--- src/rtl/accel_sample_sequencer.sv ---
// Periodic three-axis accelerometer sampler: on each sample tick it reads the
// X, Y and Z high bytes over a SPI master handshake, then publishes the
// selected axis (or the largest-magnitude one) with a one-cycle sync pulse.
module accel_sample_sequencer #(
    parameter int unsigned SAMPLE_DIV = 50000,
    parameter int unsigned TIMEOUT    = 1024,
    parameter logic [5:0]  ADDR_X     = 6'h33,
    parameter logic [5:0]  ADDR_Y     = 6'h35,
    parameter logic [5:0]  ADDR_Z     = 6'h37
) (
    input  logic       sys_clock,
    input  logic       reset,
    input  logic       enable,
    input  logic [1:0] axis_sel,
    input  logic       err_clr,
    output logic       spi_req,
    output logic [5:0] spi_addr,
    input  logic       spi_done,
    input  logic [7:0] spi_rdata,
    output logic       o_sync,
    output logic [7:0] data,
    output logic       timeout_err,
    output logic       overrun
);

    localparam int unsigned TICK_W = $clog2(SAMPLE_DIV);
    localparam int unsigned TO_W   = $clog2(TIMEOUT + 1);
    localparam logic [TICK_W-1:0] TICK_MAX = TICK_W'(SAMPLE_DIV - 1);
    localparam logic [TO_W-1:0]   TO_MAX   = TO_W'(TIMEOUT - 1);

    typedef enum logic [2:0] {
        ST_IDLE,
        ST_REQ,
        ST_WAIT,
        ST_NEXT,
        ST_PUBLISH
    } state_t;

    typedef enum logic [1:0] {
        AXIS_X,
        AXIS_Y,
        AXIS_Z
    } axis_t;

    // Two's-complement magnitude in 9 bits so that -128 maps to +128.
    function automatic logic [8:0] mag9(input logic [7:0] v);
        return v[7] ? (9'd0 - {1'b1, v}) : {1'b0, v};
    endfunction

    state_t            state_q, state_d;
    axis_t             axis_q, axis_d;
    logic [TICK_W-1:0] tick_cnt_q, tick_cnt_d;
    logic [TO_W-1:0]   to_cnt_q, to_cnt_d;
    logic [7:0]        x_q, x_d, y_q, y_d, z_q, z_d;
    logic [7:0]        data_q, data_d;
    logic              timeout_err_q, timeout_err_d;
    logic              overrun_q, overrun_d;

    logic              tick;
    logic              capture;
    logic              timeout_set;
    logic              overrun_set;
    logic [8:0]        mag_x, mag_y, mag_z;
    logic [7:0]        sel_value;

    assign tick       = (tick_cnt_q == TICK_MAX);
    assign tick_cnt_d = tick ? '0 : tick_cnt_q + TICK_W'(1);

    // Free-running sample-period divider, independent of enable.
    always_ff @(posedge sys_clock) begin
        // NOTE: sequential state uses non-blocking assignments so every
        // register samples pre-edge values regardless of block ordering.
        if (reset) begin
            tick_cnt_q <= '0;
        end else begin
            tick_cnt_q <= tick_cnt_d;
        end
    end

    // Axis selection for publishing; axis_sel only matters in PUBLISH.
    always_comb begin
        mag_x = mag9(x_q);
        mag_y = mag9(y_q);
        mag_z = mag9(z_q);
        case (axis_sel)
            2'd0:    sel_value = x_q;
            2'd1:    sel_value = y_q;
            2'd2:    sel_value = z_q;
            default: begin
                // Ties favour X, then Y.
                if (mag_x >= mag_y && mag_x >= mag_z) begin
                    sel_value = x_q;
                end else if (mag_y >= mag_z) begin
                    sel_value = y_q;
                end else begin
                    sel_value = z_q;
                end
            end
        endcase
    end

    // Sequencer next-state logic: read X, Y, Z in turn, then publish.
    always_comb begin
        // NOTE: every signal driven here gets a default first, so no path
        // through the case can leave one unassigned and infer a latch.
        state_d     = state_q;
        axis_d      = axis_q;
        to_cnt_d    = to_cnt_q;
        data_d      = data_q;
        capture     = 1'b0;
        timeout_set = 1'b0;

        case (state_q)
            ST_IDLE: begin
                if (tick && enable) begin
                    state_d = ST_REQ;
                    axis_d  = AXIS_X;
                end
            end
            ST_REQ: begin
                to_cnt_d = '0;
                if (spi_done) begin
                    capture = 1'b1;
                    state_d = ST_NEXT;
                end else begin
                    state_d = ST_WAIT;
                end
            end
            ST_WAIT: begin
                if (spi_done) begin
                    capture = 1'b1;
                    state_d = ST_NEXT;
                end else if (to_cnt_q == TO_MAX) begin
                    // Abandon the whole sample; published data is untouched.
                    timeout_set = 1'b1;
                    state_d     = ST_IDLE;
                end else begin
                    to_cnt_d = to_cnt_q + TO_W'(1);
                end
            end
            ST_NEXT: begin
                case (axis_q)
                    AXIS_X: begin
                        axis_d  = AXIS_Y;
                        state_d = ST_REQ;
                    end
                    AXIS_Y: begin
                        axis_d  = AXIS_Z;
                        state_d = ST_REQ;
                    end
                    default: begin
                        state_d = ST_PUBLISH;
                    end
                endcase
            end
            ST_PUBLISH: begin
                data_d  = sel_value;
                state_d = ST_IDLE;
            end
            default: begin
                state_d = ST_IDLE;
            end
        endcase
    end

    // Route an accepted read byte into the register of the axis being read.
    always_comb begin
        x_d = x_q;
        y_d = y_q;
        z_d = z_q;
        if (capture) begin
            case (axis_q)
                AXIS_X:  x_d = spi_rdata;
                AXIS_Y:  y_d = spi_rdata;
                default: z_d = spi_rdata;
            endcase
        end
    end

    // Sticky error flags: a set event in the same cycle beats err_clr.
    always_comb begin
        overrun_set   = tick && (state_q != ST_IDLE);
        timeout_err_d = timeout_set ? 1'b1 : (err_clr ? 1'b0 : timeout_err_q);
        overrun_d     = overrun_set ? 1'b1 : (err_clr ? 1'b0 : overrun_q);
    end

    // Sequencer state, axis samples, published value and flags.
    always_ff @(posedge sys_clock) begin
        if (reset) begin
            state_q       <= ST_IDLE;
            axis_q        <= AXIS_X;
            to_cnt_q      <= '0;
            x_q           <= 8'h00;
            y_q           <= 8'h00;
            z_q           <= 8'h00;
            data_q        <= 8'h00;
            timeout_err_q <= 1'b0;
            overrun_q     <= 1'b0;
        end else begin
            state_q       <= state_d;
            axis_q        <= axis_d;
            to_cnt_q      <= to_cnt_d;
            x_q           <= x_d;
            y_q           <= y_d;
            z_q           <= z_d;
            data_q        <= data_d;
            timeout_err_q <= timeout_err_d;
            overrun_q     <= overrun_d;
        end
    end

    // Moore outputs; the address parks on ADDR_X whenever no read is open.
    always_comb begin
        spi_req  = (state_q == ST_REQ) || (state_q == ST_WAIT);
        spi_addr = ADDR_X;
        if (spi_req) begin
            case (axis_q)
                AXIS_X:  spi_addr = ADDR_X;
                AXIS_Y:  spi_addr = ADDR_Y;
                default: spi_addr = ADDR_Z;
            endcase
        end
        o_sync      = (state_q == ST_PUBLISH);
        // The new value is visible in the PUBLISH cycle itself, alongside o_sync.
        data        = o_sync ? sel_value : data_q;
        timeout_err = timeout_err_q;
        overrun     = overrun_q;
    end

endmodule

--- config.mk ---
export PLATFORM = sky130hd
export DESIGN_NAME = accel_sample_sequencer
export DESIGN_NICKNAME = d
export VERILOG_FILES = /design/src/rtl/accel_sample_sequencer.sv
export SDC_FILE = /design/constraint.sdc
export NUM_CORES = 1
export LEC_CHECK = 0
export BUFFER_PORTS_ARGS = -buffer_cell sky130_fd_sc_hd__buf_2
export CAP_MARGIN = 20
export CORE_ASPECT_RATIO = 0.75
export CORE_MARGIN = 4
export CORE_UTILIZATION = 63
export CTS_CLUSTER_DIAMETER = 30
export DETAILED_ROUTE_END_ITERATION = 8
export GPL_TIMING_DRIVEN = 0
export PLACE_DENSITY = 0.87
export SETUP_SLACK_MARGIN = 0.3
export SYNTH_ARGS = -nofsm -noshare
export SYNTH_HDL_FRONTEND = slang
export SYNTH_SLANG_ARGS = --single-unit
--- constraint.sdc ---
create_clock -name sys_clock -period 9.1 [get_ports sys_clock]
set_input_delay 0.91 -clock sys_clock [delete_from_list [all_inputs] [get_ports sys_clock]]
set_output_delay 0.91 -clock sys_clock [all_outputs]
set_load 0.02 [all_outputs]
==> results of run 1 <==
## logic make-up after synthesis
logic type / count (synthesis)
and+or+nand+nor: 206
AOI/OAI and AO/OA: 128
DFF: 66
buffers and inverters: 51
muxes: 35
adders and majority gates: 30
xor gates and xnor gates: 25
other: 2
## routing by layer
| metal | vias up | wire [um] | part of all wire | GRT usage |
|---|---|---|---|---|
| met4 | 0 | 180 | 0.015 | 0.0957 |
| met2 | 190 | 5150 | 0.44 | 0.459 |
| li1 | 2038 | - | - | - |
| met3 | 27 | 1110 | 0.094 | 0.0651 |
| met1 | 1984 | 5390 | 0.46 | 0.380 |
| met5 | - | 0 | 0 | 0 |
## area by class of cell
class	count	share of cell area
flip-flops and latches	66	0.263
clock buffers	11	0.0302
inverters	21	0.0157
well taps	98	0.0244
repair buffers	26	0.0259
clock inverters	5	0.0120
plain buffers	30	0.0357
multi-input cells	434	0.593
## worst min path at each step
stage,start,end
after floorplan,tick_cnt_q[0]$_SDFF_PP0_,tick_cnt_q[0]$_SDFF_PP0_
after global placement,tick_cnt_q[0]$_SDFF_PP0_,tick_cnt_q[0]$_SDFF_PP0_
after detailed placement,tick_cnt_q[0]$_SDFF_PP0_,tick_cnt_q[0]$_SDFF_PP0_
after CTS,tick_cnt_q[0]$_SDFF_PP0_,tick_cnt_q[0]$_SDFF_PP0_
after global routing,tick_cnt_q[0]$_SDFF_PP0_,tick_cnt_q[0]$_SDFF_PP0_
final,tick_cnt_q[0]$_SDFF_PP0_,tick_cnt_q[0]$_SDFF_PP0_
## cells in the final DEF (no fill, tap or decap), types with 17 or more instances in the layout
cell	instances
a21oi_1	23
and3_1	17
buf_2	29
dfxtp_1	66
ha_1	30
inv_1	21
mux2i_1	35
nand2_1	25
nor2_1	75
o21ai_0	34
xnor2_1	18
## where the power goes
part / total [mW] / internal (mW) / switching (mW)
Clock: 0.259 / 0.142 / 0.116
Sequential: 0.298 / 0.292 / 0.00521
Combinational: 0.0985 / 0.0369 / 0.0615
## state kept, by name, indices dropped and copies added (netlist names)
signal	cells
axis_q	2
data_q	8
overrun	1
state_q	3
tick_cnt_q	16
timeout_err	1
to_cnt_q	11
x_q	8
y_q	8
z_q	8
## through the flow
| step | worst slack [ns] | instances | area [um2] | power [mW] | hold WS, ns |
|---|---|---|---|---|---|
| 2_1_floorplan | 5.10 | 551 | 4550 | 0.375 | 0.430 |
| 3_3_place_gp | 4.68 | 675 | 4810 | 0.396 | 0.447 |
| 3_5_place_dp | 4.63 | 675 | 4810 | 0.399 | 0.463 |
| 4_1_cts | 4.17 | 691 | 5020 | 0.656 | 0.481 |
| 5_1_grt | 3.79 | 691 | 5020 | 0.681 | 0.511 |
| 6_report | 4.02 | 691 | 5020 | 0.655 | 0.469 |
==> run metrics, run 1 <==
CTS Buf Count 9; Ys Warns 0; HPWL after DPL 9.01 mm; post-synthesis compound-gate area fraction 0.204; DRT iter0 DRCs 386; number of antenna violations at the first check in global routing 0; post-synth cell types 66; Static Leak 2.14 nW; most frequent cells after synthesis 75 x nor2_1, 66 x dfxtp_1, 35 x mux2i_1; Global Route Usage Sum 0.285; starting density of the core 0.656; area grow syn2layout 10.9%; Adder-Cell Fraction of Synth Area 0.0830; n_diodes 0; Netlist Area Pre-Place 4520 um2; number of I/O pins 33; share of synthesized flip-flops with an asynchronous set or reset 0; share of post-route cells with drive strength above 1 0.133; Synth Flop Type dfxtp_1; CP max-delay cell dfxtp_1; Clock Sink Count 66; Die X 106 um; Setup crit start x_q[0]$_SDFFE_PP0P_; final setup fails 0; CP Capture Type output port; Total Wirelength 11.8 mm; H-tree levels 3; Max Clock Freq 197 MHz; worst setup path end data[1]; CTS tree built; total number of vias 4239; crit-path max cell delay 0.52 ns; Critical Path RT 8.19 ns; Core ar. 6900 um2; #FFs+latches synth 66; multi-input logic area 2970 um2; number of max-cap violations 0; port bufs 26; main combinational cell family by area after synthesis simple AND/OR/NAND/NOR gates; Fin Setup TNS 0 ns; RSZ-0062 raised after global routing false; Post-Syn Instances 543; post-CTS setup buffers 0; Chip Height 81.4 um; DRT Pass-1 Iters 7; Worst R2R Path Depth 14; hold bufs inserted after CTS 0; RR Startpoint x_q[0]$_SDFFE_PP0P_; Synth Area in XOR/XNOR 0.0484; Layout Nets 633; post-synthesis mux area share 0.0775; Worst path depth 15; Clock Latency Late Sink 0.35 ns; ranking of synthesized cells by area dfxtp_1 29%, ha_1 8.3%, mux2i_1 7.7%, nor2_1 6.2%, o21ai_0 3.8%; clk slew on worst S/H paths 0.07 ns; Hold Crit Class reg2reg; FF-to-FF End data_q[1]$_SDFF_PP0_; die area 8610 um2; clock skew 0.0115 ns; Crit path buffers/inverters 3; Power Density 130 nW/um2; grt ovf 0; hold path depth 1; placer's final routability congestion estimate 0.931; Register Area 1320 um2; Final Max Slew Viols 0; flop-to-flop setup slack 5.48 ns; detailed-route vias per instance 6.13; pin slew with the least headroom to its limit 0.627 ns; crit share post-route 0.558; first-pass GRT wire length 19.6 mm; drt wl/cell 17.1 um; Longest Clk Path Bufs 2; most frequent cell after synthesis nor2_1; status completed; Synth Area in Simple Gates 0.237; number of global-route vias before repair 4037; Peak VDD IR 0.116 mV; Crit Path Class reg2out; min cycle time layout 5.08 ns; fillers 539; Final Util 0.728; root buffer cell clkbuf_8; CP cell instances inv_1, ha_1, nor3b_2, nor2_1, xnor2_1, ha_1, and2_0, o21a_1, a41oi_1, o21ai_1, o21ai_2, buf_2, o31ai_1, o21ai_0, buf_2; top cell type's share of synthesized area 0.292; Final Hold Fails 0; Routed Antenna Nets 0; arrival time worst endpoint 4.17 ns; DRC viols 0; Slew headroom 0.582; Mean Syn Cell Area 8.33 um2; Worst Path Max Fanout 10; Seq/Total Area, Yosys 0.292; top cell type by total area after synthesis dfxtp_1; row cnt 26; post_cts resized 0; Worst setup SP type flop; Post-synth EDFFs 0; largest net degree at the start of global routing 13; kind of cell adding the most delay to the critical path compound AO/OA/AOI/OAI gates
Power figures use the tool's default switching activity.
==> run 2, diff against run 1 <==
--- a/config.mk
+++ b/config.mk
@@ -9,11 +9,11 @@
 export CAP_MARGIN = 20
 export CORE_ASPECT_RATIO = 0.75
 export CORE_MARGIN = 4
-export CORE_UTILIZATION = 63
+export CORE_UTILIZATION = 55
 export CTS_CLUSTER_DIAMETER = 30
 export DETAILED_ROUTE_END_ITERATION = 8
 export GPL_TIMING_DRIVEN = 0
-export PLACE_DENSITY = 0.87
+export PLACE_DENSITY = 0.81
 export SETUP_SLACK_MARGIN = 0.3
 export SYNTH_ARGS = -nofsm -noshare
 export SYNTH_HDL_FRONTEND = slang
==> constraint.sdc (replaced) <==
create_clock -name sys_clock -period 4.2 [get_ports sys_clock]
set_input_delay 0.42 -clock sys_clock [delete_from_list [all_inputs] [get_ports sys_clock]]
set_output_delay 0.42 -clock sys_clock [all_outputs]
set_load 0.02 [all_outputs]
==> run 2 against run 1 <==
Register-to-register slack worse by 4.4 ns. Sequential cell count unchanged. Final cell count up 2.6%. Power up 110%. Critical path depth unchanged. Routed wire length up 7.8%. Largest cell class unchanged.
==> run metrics, run 2 (synthesis results as in run 1) <==
drt wl/cell 18.0 um; DRT iter0 DRCs 481; crit share post-route 0.914; Worst Path Max Fanout 8; detailed-route vias per instance 6.21; status completed; CP Capture Type output port; die area 9750 um2; largest net degree at the start of global routing 12; Fin Setup TNS 0 ns; Final Hold Fails 0; Static Leak 2.28 nW; Largest register FFs 16; fillers 600; number of global-route vias before repair 4025; Layout Nets 645; Slew headroom 0.498; DRT Pass-1 Iters 6; CTS Buf Count 9; Die X 113 um; final setup fails 0; Final Cell Area 5450 um2; Clock Sink Count 66; starting density of the core 0.569; Global Route Usage Sum 0.254; placer's final routability congestion estimate 0.965; area grow syn2layout 20.4%; hold bufs inserted after CTS 0; min cycle time layout 3.84 ns; Register Area 1350 um2; number of I/O pins 33; Power Density 256 nW/um2; share of post-route cells with drive strength above 1 0.228; Crit Path Class reg2out; dpl cell area 4810 um2; Routed Antenna Nets 0; Longest Clk Path Bufs 2; row cnt 28; first-pass GRT wire length 19.8 mm; biggest regs tick_cnt_q (16), to_cnt_q (11); total number of vias 4401; Max Clock Freq 261 MHz; H-tree levels 3; Final Max Slew Viols 0; CTS tree built; leading cell types in the layout, fill and taps excluded 73 x nor2_1, 56 x dfxtp_1, 35 x mux2i_1, 34 x o21ai_0, 27 x ha_1; clk slew on worst S/H paths 0.08 ns; number of antenna violations at the first check in global routing 0; Hold Crit Class in2reg; Chip Height 86.5 um; n_diodes 0; Critical Path RT 3.78 ns; Core ar. 7950 um2; multi-input logic area 3270 um2; Largest Register tick_cnt_q; number of max-cap violations 0; Clock Latency Late Sink 0.37 ns; clock skew 0.0176 ns; commonest non-fill, non-tap cell in the layout nor2_1; DRC viols 0; pin slew with the least headroom to its limit 0.745 ns; RSZ-0062 raised after global routing true; Worst setup SP type flop; Total Wirelength 12.8 mm; port bufs 26; root buffer cell clkbuf_8; HPWL after DPL 8.91 mm; Peak VDD IR 0.263 mV; arrival time worst endpoint 3.42 ns; grt ovf 0
-- run 2: changes by cell type in the layout (fill, tap and decap cells not counted), moves of 5 or more --
cell,delta
buf_4,+11
dfxtp_1,-10
dfxtp_4,+6
a221oi_1,-5
inv_1,-6
o31ai_1,-5
-- run 2: cell type report --
cell class | instances | share of cell area
multi-input cells | 434 | 0.600
inverters | 21 | 0.0168
repair buffers | 38 | 0.0446
clock inverters | 4 | 0.00528
plain buffers | 30 | 0.0356
well taps | 105 | 0.0241
clock buffers | 11 | 0.0260
flip-flops and latches | 66 | 0.248
-- run 2: stage by stage --
stage               setup WS (ns)  std cells  hold slack [ns]   util  power, mW
floorplan                   0.693        551            0.430      -      0.812
global placement            0.263        682            0.445  0.605      0.859
detailed placement          0.224        682            0.453  0.605      0.865
CTS                         0.287        702            0.324  0.644       1.36
global route                0.217        709            0.340  0.685       1.46
finish                      0.362        709            0.322  0.685       1.39
-- run 2: what timing repair did --
action	CTS	global route
gates cloned	0	1
buffers inserted	5	6
gates resized for setup	26	60
pin swaps	2	13
setup endpoints to repair	8	8
-- run 2: report_power, final --
group	total [mW]	internal [mW]	leakage [nW]	switching (mW)
Clock	0.476	0.227	0.0814	0.250
Sequential	0.642	0.630	0.539	0.0115
Combinational	0.277	0.114	1.66	0.163
-- run 2: per-layer routing --
layer  part of all wire  wire length (um)  global-route usage  vias up
met1               0.43              5440               0.346     2077
met2               0.45              5710               0.392      220
met4              0.019               238              0.0644        0
met3               0.11              1360              0.0789       33
li1                   -                 -                   -     2071
met5                  0                 0                   0        -
-- run 2: path summary, 6_finish.rpt --
path / startpoint / end / slack (ns) / cells past startpoint
worst max-delay path: x_q[1]$_SDFFE_PP0P_ / data[3] / 0.36 / 15
worst min-delay path: spi_rdata[5] / z_q[5]$_SDFFE_PP0P_ / 0.32 / 3
worst max register to register: x_q[1]$_SDFFE_PP0P_ / data_q[7]$_SDFF_PP0_ / 1.11 / 14
worst min register to register: tick_cnt_q[0]$_SDFF_PP0_ / tick_cnt_q[0]$_SDFF_PP0_ / 0.47 / 1
-- run 2: worst max-delay path: stages, from the launching register on --
cell     delay [ns]
dfxtp_4        0.37
inv_6          0.07
ha_4           0.13
nor3b_4        0.24
nor2_2         0.09
xnor2_2        0.22
ha_1           0.28
and2_0         0.16
o21a_1         0.17
a41oi_2        0.19
o21ai_2        0.12
or2_4          0.29
and2_4         0.18
buf_12         0.14
o31ai_4        0.24
buf_6          0.15
